## src/rtl/y_writeback_buffer_if.sv

```systemverilog
// Request, flush, SRAM and status bundle of the Y writeback buffer.
// slave = buffer side, master = requester/SRAM side.
interface y_writeback_buffer_if #(
    parameter int ADDR_W = 11,
    parameter int VAL_W  = 48,
    parameter int ROW_W  = 256
);
    logic              wb_reqValid;
    logic              wb_reqReady;
    logic [ADDR_W-1:0] wb_reqAddr;
    logic [3:0]        wb_reqOneHot;
    logic [VAL_W-1:0]  wb_reqVal;
    logic              wb_flush;
    logic              sram_readEn;
    logic [ADDR_W-1:0] sram_readAddr;
    logic [ROW_W-1:0]  sram_readData;
    logic              sram_writeEn;
    logic [ADDR_W-1:0] sram_writeAddr;
    logic [ROW_W-1:0]  sram_writeData;
    logic              wb_idle;
    logic              wb_errOneHot;
    logic [15:0]       wb_writeCount;

    modport slave (
        input  wb_reqValid, wb_reqAddr, wb_reqOneHot, wb_reqVal, wb_flush, sram_readData,
        output wb_reqReady, sram_readEn, sram_readAddr, sram_writeEn, sram_writeAddr,
               sram_writeData, wb_idle, wb_errOneHot, wb_writeCount
    );

    modport master (
        output wb_reqValid, wb_reqAddr, wb_reqOneHot, wb_reqVal, wb_flush, sram_readData,
        input  wb_reqReady, sram_readEn, sram_readAddr, sram_writeEn, sram_writeAddr,
               sram_writeData, wb_idle, wb_errOneHot, wb_writeCount
    );
endinterface

```

## src/rtl/y_writeback_buffer.sv

```systemverilog
// Queued lane read-modify-write into 256-bit Y SRAM rows; read 1 cycle after push, write 2 later, 3 cycles/request.
// Ready = !full on the registered count; WB_COALESCE_EN merges a same-row follower into one RMW.
module y_writeback_buffer #(
    parameter int DEPTH  = 4,
    parameter int ADDR_W = 11,
    parameter int VAL_W  = 48,
    parameter int LANE_W = 64
) (
    input  logic                clock,
    input  logic                reset,
    y_writeback_buffer_if.slave bus
);
    localparam int PTR_W = $clog2(DEPTH);
    localparam int CNT_W = PTR_W + 1;
    localparam int ROW_W = 4 * LANE_W;

    typedef enum logic [1:0] {S_IDLE, S_WAIT, S_WRITE} state_t;

    logic [ADDR_W-1:0] r_addr [DEPTH];
    logic [3:0]        r_oh   [DEPTH];
    logic [VAL_W-1:0]  r_val  [DEPTH];
    logic [PTR_W-1:0]  r_rd_ptr;
    logic [PTR_W-1:0]  r_wr_ptr;
    logic [CNT_W-1:0]  r_count;
    state_t            r_state;
    logic [ROW_W-1:0]  r_row;
    logic [1:0]        r_npop;
    logic              r_err;
    logic [15:0]       r_wcount;

    logic              w_full;
    logic              w_empty;
    logic              w_push;
    logic              w_head_ok;
    logic              w_pop_inv;
    logic              w_rd_en;
    logic              w_wr_en;
    logic [CNT_W-1:0]  w_pop_n;
    logic [PTR_W-1:0]  w_rd_ptr_nxt;
    logic [ADDR_W-1:0] w_head_addr;
    logic [3:0]        w_head_oh;
    logic [VAL_W-1:0]  w_head_val;
    logic [ROW_W-1:0]  w_merged;

    function automatic logic f_onehot(input logic [3:0] v);
        return (v != 4'd0) && ((v & (v - 4'd1)) == 4'd0);
    endfunction

    assign w_full      = (r_count == CNT_W'(DEPTH));
    assign w_empty     = (r_count == '0);
    assign w_push      = bus.wb_reqValid && !w_full && !bus.wb_flush;
    assign w_head_addr = r_addr[r_rd_ptr];
    assign w_head_oh   = r_oh[r_rd_ptr];
    assign w_head_val  = r_val[r_rd_ptr];
    assign w_head_ok   = f_onehot(w_head_oh);

    // Flush wins over an idle-state decision: nothing is started or dropped as an error.
    assign w_pop_inv = (r_state == S_IDLE) && !w_empty && !w_head_ok && !bus.wb_flush;
    assign w_rd_en   = !reset && (r_state == S_IDLE) && !w_empty && w_head_ok && !bus.wb_flush;
    assign w_wr_en   = !reset && (r_state == S_WRITE);

`ifdef WB_COALESCE_EN
    logic [PTR_W-1:0] w_nxt_ptr;
    logic             w_coalesce;

    assign w_nxt_ptr  = r_rd_ptr + PTR_W'(1);
    assign w_coalesce = (r_count >= CNT_W'(2)) && !bus.wb_flush &&
                        (r_addr[w_nxt_ptr] == w_head_addr) && f_onehot(r_oh[w_nxt_ptr]);
`endif

    always_comb begin
        w_pop_n = '0;
        if (r_state == S_WRITE) begin
            w_pop_n = CNT_W'(r_npop);
        end else if (w_pop_inv) begin
            w_pop_n = CNT_W'(1);
        end
    end

    assign w_rd_ptr_nxt = r_rd_ptr + w_pop_n[PTR_W-1:0];

    // Only the value field of the selected lane changes; the tag bits pass through.
    always_comb begin
        w_merged = bus.sram_readData;
        for (int k = 0; k < 4; k++) begin
            if (w_head_oh[k]) begin
                w_merged[k*LANE_W +: VAL_W] = w_head_val;
            end
        end
`ifdef WB_COALESCE_EN
        if (w_coalesce) begin
            for (int k = 0; k < 4; k++) begin
                if (r_oh[w_nxt_ptr][k]) begin
                    w_merged[k*LANE_W +: VAL_W] = r_val[w_nxt_ptr];
                end
            end
        end
`endif
    end

    always_ff @(posedge clock) begin
        if (w_push) begin
            r_addr[r_wr_ptr] <= bus.wb_reqAddr;
            r_oh[r_wr_ptr]   <= bus.wb_reqOneHot;
            r_val[r_wr_ptr]  <= bus.wb_reqVal;
        end
    end

    always_ff @(posedge clock) begin
        if (reset) begin
            r_rd_ptr <= '0;
            r_wr_ptr <= '0;
            r_count  <= '0;
        end else if (bus.wb_flush) begin
            // Keep only the in-flight head; in S_WRITE it is retired this same edge.
            case (r_state)
                S_WAIT: begin
                    r_wr_ptr <= r_rd_ptr + PTR_W'(1);
                    r_count  <= CNT_W'(1);
                end
                S_WRITE: begin
                    r_rd_ptr <= w_rd_ptr_nxt;
                    r_wr_ptr <= w_rd_ptr_nxt;
                    r_count  <= '0;
                end
                default: begin
                    r_wr_ptr <= r_rd_ptr;
                    r_count  <= '0;
                end
            endcase
        end else begin
            if (w_push) begin
                r_wr_ptr <= r_wr_ptr + PTR_W'(1);
            end
            r_rd_ptr <= w_rd_ptr_nxt;
            r_count  <= r_count + CNT_W'(w_push) - w_pop_n;
        end
    end

    always_ff @(posedge clock) begin
        if (reset) begin
            r_state  <= S_IDLE;
            r_row    <= '0;
            r_npop   <= 2'd1;
            r_err    <= 1'b0;
            r_wcount <= '0;
        end else begin
            case (r_state)
                S_IDLE: begin
                    if (!bus.wb_flush && !w_empty) begin
                        if (w_head_ok) begin
                            r_state <= S_WAIT;
                        end else begin
                            r_err <= 1'b1;
                        end
                    end
                end
                S_WAIT: begin
                    r_row <= w_merged;
`ifdef WB_COALESCE_EN
                    r_npop <= w_coalesce ? 2'd2 : 2'd1;
`else
                    r_npop <= 2'd1;
`endif
                    r_state <= S_WRITE;
                end
                S_WRITE: begin
                    r_wcount <= r_wcount + 16'(r_npop);
                    r_state  <= S_IDLE;
                end
                default: r_state <= S_IDLE;
            endcase
        end
    end

    assign bus.wb_reqReady    = !w_full;
    assign bus.sram_readEn    = w_rd_en;
    assign bus.sram_readAddr  = w_rd_en ? w_head_addr : '0;
    assign bus.sram_writeEn   = w_wr_en;
    assign bus.sram_writeAddr = w_wr_en ? w_head_addr : '0;
    assign bus.sram_writeData = w_wr_en ? r_row : '0;
    assign bus.wb_idle        = w_empty && (r_state == S_IDLE);
    assign bus.wb_errOneHot   = r_err;
    assign bus.wb_writeCount  = r_wcount;
endmodule

```

## src/flat_wrapper.sv

```systemverilog
// flat-port wrapper written by rule: the top's interface ports become plain ports
module y_writeback_buffer_flat 
#(
    parameter int DEPTH  = 4,
    parameter int ADDR_W = 11,
    parameter int VAL_W  = 48,
    parameter int LANE_W = 64
)
  (clock, reset, bus_wb_reqValid, bus_wb_reqAddr, bus_wb_reqOneHot, bus_wb_reqVal, bus_wb_flush, bus_sram_readData, bus_wb_reqReady, bus_sram_readEn, bus_sram_readAddr, bus_sram_writeEn, bus_sram_writeAddr, bus_sram_writeData, bus_wb_idle, bus_wb_errOneHot, bus_wb_writeCount);
  y_writeback_buffer_if #(.ADDR_W(ADDR_W), .VAL_W(VAL_W), .ROW_W(256)) bus_i ();
  input  logic clock;
  input  logic reset;
  input wire logic [$bits(bus_i.wb_reqValid)-1:0] bus_wb_reqValid;
  input wire logic [$bits(bus_i.wb_reqAddr)-1:0] bus_wb_reqAddr;
  input wire logic [$bits(bus_i.wb_reqOneHot)-1:0] bus_wb_reqOneHot;
  input wire logic [$bits(bus_i.wb_reqVal)-1:0] bus_wb_reqVal;
  input wire logic [$bits(bus_i.wb_flush)-1:0] bus_wb_flush;
  input wire logic [$bits(bus_i.sram_readData)-1:0] bus_sram_readData;
  output wire logic [$bits(bus_i.wb_reqReady)-1:0] bus_wb_reqReady;
  output wire logic [$bits(bus_i.sram_readEn)-1:0] bus_sram_readEn;
  output wire logic [$bits(bus_i.sram_readAddr)-1:0] bus_sram_readAddr;
  output wire logic [$bits(bus_i.sram_writeEn)-1:0] bus_sram_writeEn;
  output wire logic [$bits(bus_i.sram_writeAddr)-1:0] bus_sram_writeAddr;
  output wire logic [$bits(bus_i.sram_writeData)-1:0] bus_sram_writeData;
  output wire logic [$bits(bus_i.wb_idle)-1:0] bus_wb_idle;
  output wire logic [$bits(bus_i.wb_errOneHot)-1:0] bus_wb_errOneHot;
  output wire logic [$bits(bus_i.wb_writeCount)-1:0] bus_wb_writeCount;
  assign bus_i.wb_reqValid = bus_wb_reqValid;
  assign bus_i.wb_reqAddr = bus_wb_reqAddr;
  assign bus_i.wb_reqOneHot = bus_wb_reqOneHot;
  assign bus_i.wb_reqVal = bus_wb_reqVal;
  assign bus_i.wb_flush = bus_wb_flush;
  assign bus_i.sram_readData = bus_sram_readData;
  assign bus_wb_reqReady = bus_i.wb_reqReady;
  assign bus_sram_readEn = bus_i.sram_readEn;
  assign bus_sram_readAddr = bus_i.sram_readAddr;
  assign bus_sram_writeEn = bus_i.sram_writeEn;
  assign bus_sram_writeAddr = bus_i.sram_writeAddr;
  assign bus_sram_writeData = bus_i.sram_writeData;
  assign bus_wb_idle = bus_i.wb_idle;
  assign bus_wb_errOneHot = bus_i.wb_errOneHot;
  assign bus_wb_writeCount = bus_i.wb_writeCount;
  y_writeback_buffer #(.DEPTH(DEPTH), .ADDR_W(ADDR_W), .VAL_W(VAL_W), .LANE_W(LANE_W)) u_core (.clock(clock), .reset(reset), .bus(bus_i));
endmodule
```

## config.mk

```make
export PLATFORM = sky130hd
export DESIGN_NAME = y_writeback_buffer_flat
export DESIGN_NICKNAME = d
export VERILOG_FILES = /design/src/rtl/y_writeback_buffer_if.sv /design/src/rtl/y_writeback_buffer.sv /design/src/flat_wrapper.sv
export SDC_FILE = /design/constraint.sdc
export NUM_CORES = 1
export LEC_CHECK = 0
export BUFFER_PORTS_ARGS = -buffer_cell sky130_fd_sc_hd__buf_2
export CAP_MARGIN = 20
export CORE_AREA = 8 8 237 239
export DETAILED_ROUTE_END_ITERATION = 6
export DIE_AREA = 0 0 245 247
export PLACE_DENSITY = 0.69
export SYNTH_ARGS = -nofsm -noshare
export SYNTH_HDL_FRONTEND = slang
export SYNTH_SLANG_ARGS = --single-unit
```

## constraint.sdc

```tcl
create_clock -name clock -period 3.5 [get_ports clock]
set_input_delay 0.875 -clock clock [delete_from_list [all_inputs] [get_ports clock]]
set_output_delay 0.875 -clock clock [all_outputs]
set_load 0.02 [all_outputs]
```

==> flow_summary.yaml <==
synth:
  yosysSeqAreaShare: 0.578
  synthesis.nets: 2209
  syn_area_per_cell_um2: 12.2
  synthCells: 1874
  netlist-cell-type-count: 40
  synth_warnings: 0
  synth-seq-cells: 536
  synth_area_mm2: 0.0229
timing:
  setup_viol: 12
  period_minus_slack_ps: 3630
  worst_slack_ps: -130
  period_share: 1.04
  skew_ps: 21.3
  rsz0062_at_grt: "true"
  drv_slew: 0
  hold_violations: 0
  setup_tns_ps: -1190
  tightest_slew_ps: 1100
  fmax_mhz: 276
  slew_headroom: 0.264
place:
  port_buffers: 621
  routabilityCongestion: 0.823
  place_ws_ps: 385
  dp.cells: 3069
  place_hpwl_um: 48400
clock_tree:
  cts_max_level: 2
  clkTransAtPathRegs_ps: 60
  clockBufferDepth: 3
  cts_tree: "built"
  clock-sinks: 536
  clk_latency_ps: 600
  cts_buffers: 55
  cts_root_buf: "clkbuf_16"
routing:
  drt_iter0_drc: 964
  vias: 16700
  drt_first_pass_iters: 5
  antenna_left: 0
  vias_per_cell: 5.23
  route.detailed.drc: 0
  wire_per_inst_um: 21.2
  wirelength_um: 67900
final_layout:
  finalNonFillerCells: 3195
  fillers: 4460
  multiInputGateArea_mm2: 0.00903
  area_delta_synth_final_pct: 24.7
  layout-drive-gt1-share: 0.331
  nNetsFinal: 2774
  seq_area_mm2: 0.0133
worst_setup_path:
  end_kind: "output pin"
  cp.required_ps: 2620
  critPathKind: "register to output pin"
  critPathLaunchType: "register"
  worstPathArrival_ps: 2750
  critPathMaxFanout: 13
floorplan:
  die-area_mm2: 0.0605
  dieHeight_um: 247
  initial_utilization: 0.439
  rows: 84
  core_area_mm2: 0.0522
  ios: 622
  die_w_um: 245
grt:
  antenna_found_initial: 32
  grt_overflow: 0
  grt_max_degree: 128
  grt_first_pass_wirelength_um: 101000
  grt_usage: 0.213
  grt_pass1_vias: 17100
outcome:
  violations: "negative setup slack"
  outcome: "finished, violations left"
power:
  power_density_mw_per_mm2: 486
  p_leak_nw: 11.6
  combPwrFrac: 0.100
  seqPwrFrac: 0.495
  vdd_drop_max_uv: 421
  p_sw_frac: 0.237
  power.net_switching_mw: 3.30
  p_clk_frac: 0.405
  p_int_mw: 10.6
flow_run:
  maxCapViolCount: 0
worst_hold_path:
  hold_class: "register to register"
flip-flops by register name, summed over array words and instances (netlist names), 2 cells and up, named ones only:
name / flops
u_core.r_oh: 16
u_core.r_val: 192
u_core.r_addr: 44
u_core.r_row: 256
u_core.r_count: 3
u_core.r_wr_ptr: 2
u_core.bus.wb_writeCount: 16
u_core.r_state: 2
u_core.r_rd_ptr: 2
critical path, cell delays in order, from the launching register on:
cell and delay [ps]:
dfxtp_4 400, mux4_4 710, buf_12 200, nor3_4 210
o211ai_2 130, buf_6 190, nor2b_1 140, buf_4 160
cell usage in the layout (no fill, tap or decap), types with 3 or more instances in the layout:
master      Yosys  layout
clkinv_2        0      10
nor3_1          7       7
nand2_1        11      11
nand4_1         3       3
mux4_4          0       4
buf_4          13      38
clkinvlp_4      0       4
nor2b_1        14      11
mux2i_1       260     260
clkinv_1        0       4
nor2_1        282     281
mux4_2         63      59
nand3_1         5       5
clkbuf_8        0       3
a21oi_1         3       3
edfxtp_1      252     252
ha_1           11      10
o21ai_0         6       6
bufinv_16       0       3
a211oi_1      194     194
clkbuf_1      115      18
xor2_1          5       4
buf_12          0      11
diode_2         0      23
xnor2_1        13      12
and2_4          1       5
or3_1           5       5
and2_1        272     268
dfxtp_1       284     282
buf_2          22     609
inv_1          15      15
clkbuf_16       0      55
nor2b_2         0       3
layer usage:
| metal | vias to the layer above | share of wire | global-route usage |
|---|---|---|---|
| met4 | 18 | 0.030 | 0.0876 |
| met5 | - | 0.0018 | 0 |
| met1 | 8069 | 0.40 | 0.255 |
| li1 | 7890 | - | - |
| met2 | 605 | 0.50 | 0.361 |
| met3 | 134 | 0.076 | 0.0575 |
stage by stage:
| stage | util | power (mW) | hold slack, ps | instance area, um^2 |
|---|---|---|---|---|
| 2_1_floorplan | - | 7.87 | 440 | 22900 |
| 3_3_place_gp | 0.512 | 8.36 | 464 | 26700 |
| 3_5_place_dp | 0.512 | 8.40 | 465 | 26700 |
| 4_1_cts | 0.546 | 14.0 | 439 | 28500 |
| 5_1_grt | 0.547 | 14.4 | 455 | 28600 |
| 6_report | 0.548 | 13.9 | 481 | 28600 |
repair_timing:
item / CTS / global route
hold buffers: 0 / 0
gates resized for setup: 18 / 4
pin swaps: 0 / 0
setup buffers: 1 / 0
endpoints found under the setup margin: 12 / 23
hold endpoints to repair: 0 / 0
Yosys cell counts:
| cell type | number | area (um^2) |
|---|---|---|
| edfxtp_1 | 252 | 7570 |
| mux2_2 | 1 | 11.3 |
| fa_1 | 1 | 20.0 |
| inv_1 | 15 | 56.3 |
| o32ai_1 | 1 | 8.76 |
| nor3b_1 | 1 | 7.51 |
| buf_4 | 13 | 97.6 |
| or3b_2 | 1 | 8.76 |
| a21oi_1 | 3 | 15.0 |
| a211oi_1 | 194 | 1460 |
| nor4_1 | 1 | 6.26 |
| or3_1 | 5 | 31.3 |
| nand2_1 | 11 | 41.3 |
| a311o_1 | 1 | 10.0 |
| nor3_1 | 7 | 35.0 |
| xnor2_1 | 13 | 114 |
| dfxtp_1 | 284 | 5690 |
| buf_1 | 2 | 7.51 |
| nor2_1 | 282 | 1060 |
| buf_6 | 1 | 11.3 |
| nor3_2 | 1 | 10.0 |
| inv_2 | 1 | 3.75 |
| mux4_2 | 63 | 1420 |
| ha_1 | 11 | 138 |
| a221oi_1 | 1 | 8.76 |
| mux2i_1 | 260 | 2600 |
| nor2b_1 | 14 | 87.6 |
| clkbuf_1 | 115 | 432 |
| o211ai_2 | 1 | 12.5 |
| o21ai_0 | 6 | 30.0 |
| o211ai_1 | 1 | 7.51 |
| nand4_1 | 3 | 18.8 |
| and2_4 | 1 | 8.76 |
| and2_1 | 272 | 1700 |
| buf_2 | 22 | 110 |
| nand3_1 | 5 | 25.0 |
| xor2_1 | 5 | 43.8 |
| and4_1 | 1 | 8.76 |
| nand3b_1 | 1 | 7.51 |
| a41oi_1 | 1 | 8.76 |
power groups by stage:
stage	logic [mW]	clock network, mW	registers [mW]
floorplan	0.888	0	6.98
global placement	1.36	0	7.00
detailed placement	1.39	0	7.02
CTS	1.41	5.76	6.88
global route	1.52	5.99	6.90
finish	1.39	5.63	6.88
final timing paths:
kind                                        from                    to  slack, ps  cells past startpoint
worst max-delay path                    register  bus_sram_readAddr[2]       -130                      7
worst min-delay path            u_core.r_row[68]      u_core.r_row[68]        480                      2
worst max register to register          register     u_core.r_count[1]        300                     10
worst min register to register  u_core.r_row[68]      u_core.r_row[68]        480                      2
cell families after synthesis:
kind of cell | after synthesis | synth area share
AO/OA/AOI/OAI | 209 | 0.0679
XOR/XNOR | 18 | 0.00687
adder cells (fa/ha/maj) | 12 | 0.00687
buffers and inverters | 169 | 0.0313
flip-flops | 536 | 0.578
multiplexers | 324 | 0.176
AND/OR/NAND/NOR | 606 | 0.133
area by class of cell:
type | instances | area share
Clock buffer | 77 | 0.0522
Timing Repair Buffer | 661 | 0.126
Inverter | 16 | 0.00210
Sequential cell | 536 | 0.464
Multi-Input combinational cell | 1169 | 0.316
Clock inverter | 25 | 0.00871
Antenna cell | 23 | 0.00201
Tap cell | 688 | 0.0301
(Power assumes the default switching activity.)
